### src/rtl/mem_arb_pkg.sv
// rtl/mem_arb_pkg.sv - shared types and constants for mem_bus_arbiter
package mem_arb_pkg;

  // Bus ownership phases of the arbiter
  typedef enum logic [1:0] {
    CPU_OWN = 2'd0,
    DMA_OWN = 2'd1,
    RETURN  = 2'd2
  } arb_state_e;

  // Which requester drives the memory address/data/strobe
  typedef enum logic {
    SEL_CPU = 1'b0,
    SEL_DMA = 1'b1
  } owner_sel_e;

  localparam logic [15:0] ROM_BASE_DEFAULT = 16'hE000;

  // Counter width able to hold 0..maxval, never narrower than one bit
  function automatic int cnt_width(input int maxval);
    return (maxval < 1) ? 1 : $clog2(maxval + 1);
  endfunction

endpackage

### src/rtl/mem_bus_arbiter_if.sv
// rtl/mem_bus_arbiter_if.sv - core/DMA/memory bus bundle around the arbiter
interface mem_bus_arbiter_if;
  logic [15:0] cpu_address;
  logic [7:0]  cpu_wr_data;
  logic        cpu_wr_enable;
  logic        cpu_rdy;
  logic [7:0]  cpu_rd_data;
  logic        dma_req;
  logic [15:0] dma_address;
  logic [7:0]  dma_wr_data;
  logic        dma_wr_enable;
  logic        dma_gnt;
  logic        dma_rd_valid;
  logic [7:0]  dma_rd_data;
  logic [15:0] mem_address;
  logic [7:0]  mem_wr_data;
  logic        mem_wr_enable;
  logic [7:0]  mem_rd_data;
  logic        dma_wr_err;

  // Arbiter side
  modport slave (
    input  cpu_address, cpu_wr_data, cpu_wr_enable,
    input  dma_req, dma_address, dma_wr_data, dma_wr_enable,
    input  mem_rd_data,
    output cpu_rdy, cpu_rd_data,
    output dma_gnt, dma_rd_valid, dma_rd_data,
    output mem_address, mem_wr_data, mem_wr_enable,
    output dma_wr_err
  );

  // Core, DMA and memory side
  modport master (
    output cpu_address, cpu_wr_data, cpu_wr_enable,
    output dma_req, dma_address, dma_wr_data, dma_wr_enable,
    output mem_rd_data,
    input  cpu_rdy, cpu_rd_data,
    input  dma_gnt, dma_rd_valid, dma_rd_data,
    input  mem_address, mem_wr_data, mem_wr_enable,
    input  dma_wr_err
  );
endinterface

### src/rtl/mem_bus_arbiter.sv
// rtl/mem_bus_arbiter.sv - core/DMA memory port arbiter; MEM_ARB_ROM_PROTECT_EN adds DMA ROM write protect
module mem_bus_arbiter
  import mem_arb_pkg::*;
#(
  parameter int MAX_BURST      = 4,
  parameter int MIN_CPU_CYCLES = 2
`ifdef MEM_ARB_ROM_PROTECT_EN
  ,
  parameter logic [15:0] ROM_BASE = ROM_BASE_DEFAULT
`endif
) (
  input  logic              clk,
  input  logic              reset,
  mem_bus_arbiter_if.slave  bus
);

  localparam int BW = cnt_width(MAX_BURST);
  localparam int CW = cnt_width(MIN_CPU_CYCLES);

  arb_state_e    state_q, state_d;
  logic [BW-1:0] burst_q, burst_d;
  logic [CW-1:0] cool_q, cool_d;
  logic          rd_valid_q, rd_valid_d;
  logic          xfer;
  logic          dma_we_ok;
  owner_sel_e    sel;

  // A transfer happens on every granted cycle where the DMA side is valid
  assign xfer = (state_q == DMA_OWN) && bus.dma_req;

`ifdef MEM_ARB_ROM_PROTECT_EN
  logic rom_hit;
  logic wr_err_q;

  // DMA writes into ROM still count as transfers but never reach memory
  assign rom_hit   = bus.dma_wr_enable && (bus.dma_address >= ROM_BASE);
  assign dma_we_ok = xfer && bus.dma_wr_enable && !rom_hit;

  // Sticky ROM write violation flag, cleared only by reset
  always_ff @(posedge clk or posedge reset) begin
    if (reset) begin
      wr_err_q <= 1'b0;
    end else if (xfer && rom_hit) begin
      wr_err_q <= 1'b1;
    end
  end

  assign bus.dma_wr_err = wr_err_q;
`else
  assign dma_we_ok      = xfer && bus.dma_wr_enable;
  assign bus.dma_wr_err = 1'b0;
`endif

  // State, counters and read-valid pipeline register
  always_ff @(posedge clk or posedge reset) begin
    if (reset) begin
      state_q    <= CPU_OWN;
      burst_q    <= '0;
      cool_q     <= '0;
      rd_valid_q <= 1'b0;
    end else begin
      state_q    <= state_d;
      burst_q    <= burst_d;
      cool_q     <= cool_d;
      rd_valid_q <= rd_valid_d;
    end
  end

  // Next-state: grant only between core writes, bound bursts, then replay core read
  always_comb begin
    state_d    = state_q;
    burst_d    = burst_q;
    cool_d     = cool_q;
    rd_valid_d = xfer && !bus.dma_wr_enable;
    case (state_q)
      CPU_OWN: begin
        if (cool_q != '0) begin
          cool_d = cool_q - CW'(1);
        end
        if (bus.dma_req && !bus.cpu_wr_enable && (cool_q == '0)) begin
          state_d = DMA_OWN;
        end
      end
      DMA_OWN: begin
        if (!bus.dma_req) begin
          state_d = RETURN;
        end else begin
          if (burst_q != BW'(MAX_BURST)) begin
            burst_d = burst_q + BW'(1);
          end
          if (burst_q == BW'(MAX_BURST - 1)) begin
            state_d = RETURN;
          end
        end
      end
      RETURN: begin
        cool_d  = CW'(MIN_CPU_CYCLES);
        burst_d = '0;
        state_d = CPU_OWN;
      end
      default: begin
        state_d = CPU_OWN;
      end
    endcase
  end

  // Memory mux driven from registered ownership; RETURN re-reads the held core address
  always_comb begin
    sel               = (state_q == DMA_OWN) ? SEL_DMA : SEL_CPU;
    bus.mem_address   = (sel == SEL_DMA) ? bus.dma_address : bus.cpu_address;
    bus.mem_wr_data   = (sel == SEL_DMA) ? bus.dma_wr_data : bus.cpu_wr_data;
    bus.mem_wr_enable = 1'b0;
    case (state_q)
      CPU_OWN: bus.mem_wr_enable = bus.cpu_wr_enable;
      DMA_OWN: bus.mem_wr_enable = dma_we_ok;
      default: bus.mem_wr_enable = 1'b0;
    endcase
  end

  assign bus.cpu_rdy      = (state_q == CPU_OWN);
  assign bus.dma_gnt      = (state_q == DMA_OWN);
  assign bus.dma_rd_valid = rd_valid_q;
  assign bus.cpu_rd_data  = bus.mem_rd_data;
  assign bus.dma_rd_data  = bus.mem_rd_data;

endmodule
### src/flat_wrapper.sv
// flat-port wrapper written by rule: the top's interface ports become plain ports
module mem_bus_arbiter_flat import mem_arb_pkg::*;
#(
  parameter int MAX_BURST      = 4,
  parameter int MIN_CPU_CYCLES = 2

)
  (clk, reset, bus_cpu_address, bus_cpu_wr_data, bus_cpu_wr_enable, bus_dma_req, bus_dma_address, bus_dma_wr_data, bus_dma_wr_enable, bus_mem_rd_data, bus_cpu_rdy, bus_cpu_rd_data, bus_dma_gnt, bus_dma_rd_valid, bus_dma_rd_data, bus_mem_address, bus_mem_wr_data, bus_mem_wr_enable, bus_dma_wr_err);
  mem_bus_arbiter_if bus_i ();
  input  logic clk;
  input  logic reset;
  input wire logic [$bits(bus_i.cpu_address)-1:0] bus_cpu_address;
  input wire logic [$bits(bus_i.cpu_wr_data)-1:0] bus_cpu_wr_data;
  input wire logic [$bits(bus_i.cpu_wr_enable)-1:0] bus_cpu_wr_enable;
  input wire logic [$bits(bus_i.dma_req)-1:0] bus_dma_req;
  input wire logic [$bits(bus_i.dma_address)-1:0] bus_dma_address;
  input wire logic [$bits(bus_i.dma_wr_data)-1:0] bus_dma_wr_data;
  input wire logic [$bits(bus_i.dma_wr_enable)-1:0] bus_dma_wr_enable;
  input wire logic [$bits(bus_i.mem_rd_data)-1:0] bus_mem_rd_data;
  output wire logic [$bits(bus_i.cpu_rdy)-1:0] bus_cpu_rdy;
  output wire logic [$bits(bus_i.cpu_rd_data)-1:0] bus_cpu_rd_data;
  output wire logic [$bits(bus_i.dma_gnt)-1:0] bus_dma_gnt;
  output wire logic [$bits(bus_i.dma_rd_valid)-1:0] bus_dma_rd_valid;
  output wire logic [$bits(bus_i.dma_rd_data)-1:0] bus_dma_rd_data;
  output wire logic [$bits(bus_i.mem_address)-1:0] bus_mem_address;
  output wire logic [$bits(bus_i.mem_wr_data)-1:0] bus_mem_wr_data;
  output wire logic [$bits(bus_i.mem_wr_enable)-1:0] bus_mem_wr_enable;
  output wire logic [$bits(bus_i.dma_wr_err)-1:0] bus_dma_wr_err;
  assign bus_i.cpu_address = bus_cpu_address;
  assign bus_i.cpu_wr_data = bus_cpu_wr_data;
  assign bus_i.cpu_wr_enable = bus_cpu_wr_enable;
  assign bus_i.dma_req = bus_dma_req;
  assign bus_i.dma_address = bus_dma_address;
  assign bus_i.dma_wr_data = bus_dma_wr_data;
  assign bus_i.dma_wr_enable = bus_dma_wr_enable;
  assign bus_i.mem_rd_data = bus_mem_rd_data;
  assign bus_cpu_rdy = bus_i.cpu_rdy;
  assign bus_cpu_rd_data = bus_i.cpu_rd_data;
  assign bus_dma_gnt = bus_i.dma_gnt;
  assign bus_dma_rd_valid = bus_i.dma_rd_valid;
  assign bus_dma_rd_data = bus_i.dma_rd_data;
  assign bus_mem_address = bus_i.mem_address;
  assign bus_mem_wr_data = bus_i.mem_wr_data;
  assign bus_mem_wr_enable = bus_i.mem_wr_enable;
  assign bus_dma_wr_err = bus_i.dma_wr_err;
  mem_bus_arbiter #(.MAX_BURST(MAX_BURST), .MIN_CPU_CYCLES(MIN_CPU_CYCLES)) u_core (.clk(clk), .reset(reset), .bus(bus_i));
endmodule
### config.mk
export PLATFORM = sky130hd
export DESIGN_NAME = mem_bus_arbiter_flat
export DESIGN_NICKNAME = d
export VERILOG_FILES = /design/src/rtl/mem_arb_pkg.sv /design/src/rtl/mem_bus_arbiter_if.sv /design/src/rtl/mem_bus_arbiter.sv /design/src/flat_wrapper.sv
export SDC_FILE = /design/constraint.sdc
export NUM_CORES = 1
export LEC_CHECK = 0
export ABC_AREA = 1
export CAP_MARGIN = 25
export CORE_ASPECT_RATIO = 2
export CORE_MARGIN = 2
export CORE_UTILIZATION = 29
export CTS_CLUSTER_DIAMETER = 30
export DETAILED_ROUTE_END_ITERATION = 8
export PLACE_DENSITY = 0.82
export SLEW_MARGIN = 30
export SYNTH_ARGS = -nofsm -noshare
export SYNTH_HDL_FRONTEND = slang
export SYNTH_SLANG_ARGS = --single-unit
### constraint.sdc
create_clock -name clk -period 1.88 [get_ports clk]
set_input_delay 0.188 -clock clk [delete_from_list [all_inputs] [get_ports clk]]
set_output_delay 0.188 -clock clk [all_outputs]
set_load 0.1 [all_outputs]
==> metrics.txt <==
status=complete, no violations; worst skew pair latency=between 200 and 250 ps; I/O pin count=around 110; fin area=between 2000 and 2500 sq um; first-pass GRT wire length=4350 um; Synth Cell Area=992 sq um; FMAX=0.555 GHz; DRT Wirelength=3080 um; Hold Worst Slack=210 ps; CTS tree=yes; Hold Fails Final Rpt=0; largest family of logic cells by synthesized area=multiplexers; Critical Path AT=roughly 1600 ps; filler cell count=~240; Critical Path Sink Type=output pin; xor/xnor share of the synthesized area=0%; largest net degree at the start of global routing=22; final-stage net count=252; postcts setup bufs=0; RD Place Congestion=roughly 0.76; P_sw=0.00236 W; Final HPWL DP=around 2600 um; Reg clk slew, reported paths=40 ps; root buffer cell=clkbuf_8; n_diodes=0; mean post-synth cell area=8.55 sq um; Distinct cells, synth=15; Synth Instances=116; Final Non-Filler Cells=between 200 and 250; drt initial violations=14; register area share after synthesis=20.2%; Die ar.=3930 sq um; YS warnings=0; sw frac=57.4%; Peak VDD IR=0.865 mV; Die X-Extent=45.4 um; final setup fails=0; Worst Reg-to-Reg Cells=6; final setup TNS=0 ps; Core Area=3340 sq um; Max Slew Vio Count=0; Layout Utilization=60.8%; WP data required=1690 ps; clk_skew=5.00 ps; worst hold path type=input pin to asynchronous set/reset pin; CTS Hold Bufs=0; number of detailed-route iterations in the first pass=4; Synth Area in Compound Gates=1.01%; most frequent cells in the layout=clkdlybuf4s50_1 (52), buf_12 (28), nand2_1 (21); Max Cap Viol=0; RSZ-0062 raised after global routing=false; post-synthesis register bit count=8; Int Pwr=0.00175 W; clk sinks=8; Rows=30; Critical R2R Capture=u_core.burst_q[0]; Max Buffers Root-to-Sink=2; Final ANT Viol Nets=0; CP Max Fanout=21; H-tree depth=1; initial antenna violation count=0; area grow syn2layout=105%; reg2reg start=u_core.state_q[0]; # DRC=0; Final min period=1800 ps; placed cells=210; Total GRT Usage=about 15%; vias=1021; Reg2Reg Setup Slack=roughly 530 ps; Reg area=200 sq um; Comb power frac=about 87%; syn nets=about 190; cts repair resizes=0; Tcrit/Tclk final=95.9%; Starting Density=approximately 30%; fraction of layout instances using a drive strength above 1=34.3%; sequential power share=7.6%; Clk pwr share=slightly above 5%; worst setup path class=register to output pin; LEAKAGE=slightly above 0.9 nW; Worst Setup Start Kind=register; placed standard-cell area=1990 sq um; mux contribution to synthesized area=30.3%; Synth Area in Adders=10.1%; GRT Residual Overflow=0; CTS Buf Count=3; area of the multi-input gates=roughly 600 sq um; PwrDens=2020 nW/um^2; post-DR wirelength/cell=14.4 um; height of the die=86.7 um; Vias/cell=4.79; vias in the first global route=992; Post-Synth Simple-Gate Area=16.8%; Port Buffers=80; most common cell after layout, fill and taps aside=clkdlybuf4s50_1
## power groups by stage
| stage | Sequential [W] | Clock (W) | Combinational (W) |
|---|---|---|---|
| after floorplan | 0.000321 | 0 | 0.00258 |
| after detailed placement | 0.000312 | 0 | 0.00358 |
| after CTS | 0.000310 | 0.000211 | 0.00360 |
| after global routing | 0.000321 | 0.000221 | 0.00373 |
| after global placement | 0.000309 | 0 | 0.00355 |
| final | 0.000313 | 0.000210 | 0.00359 |
## critical path: stages, from the launching register on
cell and delay (ps):
dfrtp_1 400, inv_2 100, ha_4 150, buf_12 170, mux2_2 380, buf_12 170
## registers in the layout (all words and copies together) (netlist names)
register,count
u_core.state_q,2
u_core.burst_q,3
u_core.cool_q,2
u_core.bus.dma_rd_valid,1
## worst max path at each step
stage | from | end | slack, ps | depth (start not counted)
global placement | u_core.state_q[1] | bus_mem_address[9] | 320 | 5
floorplan | u_core.state_q[1] | bus_mem_address[10] | 4 | 4
CTS | u_core.state_q[1] | bus_mem_address[2] | 20 | 5
global route | u_core.state_q[1] | bus_mem_address[2] | 30 | 5
detailed placement | u_core.state_q[1] | bus_mem_address[2] | 280 | 5
finish | u_core.state_q[1] | bus_mem_address[2] | 80 | 5
## cells in the mapped netlist
| cell | count | share of area (%) |
|---|---|---|
| nand4_1 | 3 | 1.9 |
| nand3_2 | 1 | 1.0 |
| buf_2 | 1 | 0.50 |
| buf_4 | 17 | 13 |
| ha_1 | 8 | 10 |
| nor2_1 | 4 | 1.5 |
| buf_6 | 2 | 2.3 |
| nand2_1 | 22 | 8.3 |
| dfrtp_1 | 8 | 20 |
| o21ai_0 | 2 | 1.0 |
| mux2_2 | 16 | 18 |
| nand3_1 | 8 | 4.0 |
| conb_1 | 1 | 0.38 |
| mux2_4 | 8 | 12 |
| inv_1 | 15 | 5.7 |
## kinds of logic (layout without fill, tap and decap cells)
group | count (synthesis) | after routing
buffers and inverters | 35 | 100
AOI/OAI and AO/OA | 2 | 2
and+or+nand+nor | 38 | 38
other | 1 | 1
adders and majority gates | 8 | 8
DFF | 8 | 8
muxes | 24 | 24
## per-layer routing
metal  up-vias  GRT usage (%)  wire length (um)  share of wire [%]
li1        490              -                 -                  -
met1       462           12.8               937                 30
met2        57           27.9              1690                 55
met3        12           5.00               351                 11
met4         0           8.56               100                3.2
met5         -              0                 0                  0
## per-stage QoR
step,total power (W),setup WS (ps)
2_1_floorplan,0.00290,4.18
3_3_place_gp,0.00386,318
3_5_place_dp,0.00389,277
4_1_cts,0.00412,17.8
5_1_grt,0.00427,28.0
6_report,0.00411,77.4
## cell type report
class	count	share of cell area, %
clock buffer	3	2.03
inverter	15	2.77
multi-input combinational	73	29.4
sequential	8	9.85
tap	32	1.97
timing repair buffer	82	53.9
(Power assumes the default switching activity.)
==> patch: new RTL, config.mk and constraints unchanged <==
Build with the macro `MEM_ARB_ROM_PROTECT_EN` defined.
--- a/src/rtl/mem_bus_arbiter.sv
+++ b/src/rtl/mem_bus_arbiter.sv
@@ -1,4 +1,6 @@
 // rtl/mem_bus_arbiter.sv - core/DMA memory port arbiter; MEM_ARB_ROM_PROTECT_EN adds DMA ROM write protect
+`define MEM_ARB_ROM_PROTECT_EN
+
 module mem_bus_arbiter
   import mem_arb_pkg::*;
 #(
Formal check against the unedited RTL: not equivalent (Yosys sat finds a counterexample within 4 cycles, from zero or initial values and one cycle with reset high).
==> patch against the original RTL <==
Worst setup slack improved by 0.0066 ns; via count rose by 3.3%; final area rose by 3.4%; critical path depth did not move; sequential cell count rose by 1; die area rose by 2.9%; area after synthesis rose by 3.2%; total power rose by 4.0%; wire length rose by 13%; sequential share of layout area rose by 0.86 points; worst hold slack improved by 0.017 ns; combinational power rose by 3%; critical path type unchanged; largest cell class unchanged; largest power group unchanged.
==> patch: results <==
critical_path:
  cpMaxStageDelayCell: "dfrtp_1"
  cp_max_fo: 12
  worstPathArrival_ns: 1.61
  rrSetupSlack_ns: 0.44
  max_stage_delay_ns: 0.40
  path_delay_family: "buffers and inverters"
  r2r_cells: 6
timing:
  min_period_over_period: 0.955
  fin_skew_ns: 0.00187
  worst_pin_slew_ns: 0.361
clocking:
  cts_max_level: 1
  cts.clk_slew.worst_paths_ns: 0.04
  clk-insertion-delay-late_ns: 0.23
  cts_buffer_depth: 2
  cts_buffers: 3
  cts-root-buf: "clkbuf_8"
routing:
  dr.pass1.iters: 4
  wl_per_cell_um: 16.1
  viasPerCell: 4.86
  first_iter_violations: 20
cells_and_area:
  fin_cells: 217
  top_regs: "u_core.burst_q (3), u_core.cool_q (2), u_core.state_q (2)"
  diodes: 0
  layout-drive-gt1-share: 0.341
  largest_reg_flops: 3
  layout.nets: 255
grt:
  grt_pass1_wl_um: 5220
  grt_max_degree: 19
  grtUsageTotal: 0.179
  antenna_found_initial: 0
  grt_pass1_vias: 1089
placement:
  hpwlAfterDp_um: 3060
  dp_slack_ns: 0.282
  port_buffers: 81
  globalplace.congestion: 0.819
  dp.cells: 213
yosys:
  yosys-top-cells-count: "nand2_1, buf_4, mux2_2"
  syn_nets: 186
  yosysWarnings: 0
  ys_async_sr_fraction: 1.00
  synth_most_common_cell: "nand2_1"
  synthFlopType: "dfrtp_1"
  yosysUniqueCellTypes: 17
  synth.yosys.seq_area_share: 0.220
  synth_cells: 117
  synth_area_leaders: "dfrtp_1, mux2_2, buf_4"
power_and_ir_drop:
  seqPwrFrac: 0.083
  p_int_mw: 1.82
  vdd_drop_max_uv: 1170
  power.leakage_nw: 0.958
  p_comb_mw: 3.70
min_path:
  holdCritPathClass: "input pin to asynchronous set/reset pin"
run_status:
  status: "complete, no violations"
patch: what timing repair did:
action | CTS | global route
setup buffers | 0 | 0
hold buffers | 0 | 0
endpoints found under the hold margin | 0 | 0
resized for setup | 0 | 1
endpoints found under the setup margin | 0 | 11
patch: routing by layer:
layer / vias to the layer above / global-route usage / routed length [um]
met5: - / 0 / 0
met4: 0 / 0.104 / 121
met3: 9 / 0.0474 / 469
li1: 507 / - / -
met1: 475 / 0.153 / 1000
met2: 64 / 0.340 / 1900
patch: final cells by class:
type / instances / area [um^2]
clock buffers: 4 / 45.0
repair buffers: 83 / 1110
fillers: 263 / 1280
well taps: 32 / 40.0
multi-input cells: 74 / 628
inverters: 15 / 56.3
flip-flops and latches: 9 / 225
patch: final timing paths:
path | start | endpoint
max | u_core.state_q[1] | bus_mem_wr_data[7]
max reg2reg | u_core.state_q[0] | u_core.cool_q[1]
min reg2reg | u_core.bus.dma_wr_err | u_core.bus.dma_wr_err
min | reset | u_core.bus.dma_rd_valid
max in group asynchronous | reset | u_core.state_q[0]
min in group clk | bus_mem_rd_data[1] | bus_cpu_rd_data[1]
patch: cells by family (layout without fill, tap and decap cells):
group / Yosys count / in the layout / synth area share
AOI/OAI and AO/OA: 6 / 6 / 0.0342
muxes: 24 / 24 / 0.293
adders and majority gates: 8 / 8 / 0.0978
buffers and inverters: 34 / 102 / 0.199
and+or+nand+nor: 36 / 36 / 0.155
DFF: 9 / 9 / 0.220
patch: through the flow:
stage	hold WS [ns]	utilization	setup TNS, ns	power, mW	instance area (um^2)
2_1_floorplan	0.0159	-	-0.0791	3.04	1060
3_3_place_gp	0.377	0.608	0	4.01	2050
3_5_place_dp	0.377	0.608	0	4.06	2050
4_1_cts	0.236	0.621	0	4.30	2100
5_1_grt	0.265	0.622	0	4.49	2100
6_report	0.227	0.622	0	4.28	2100
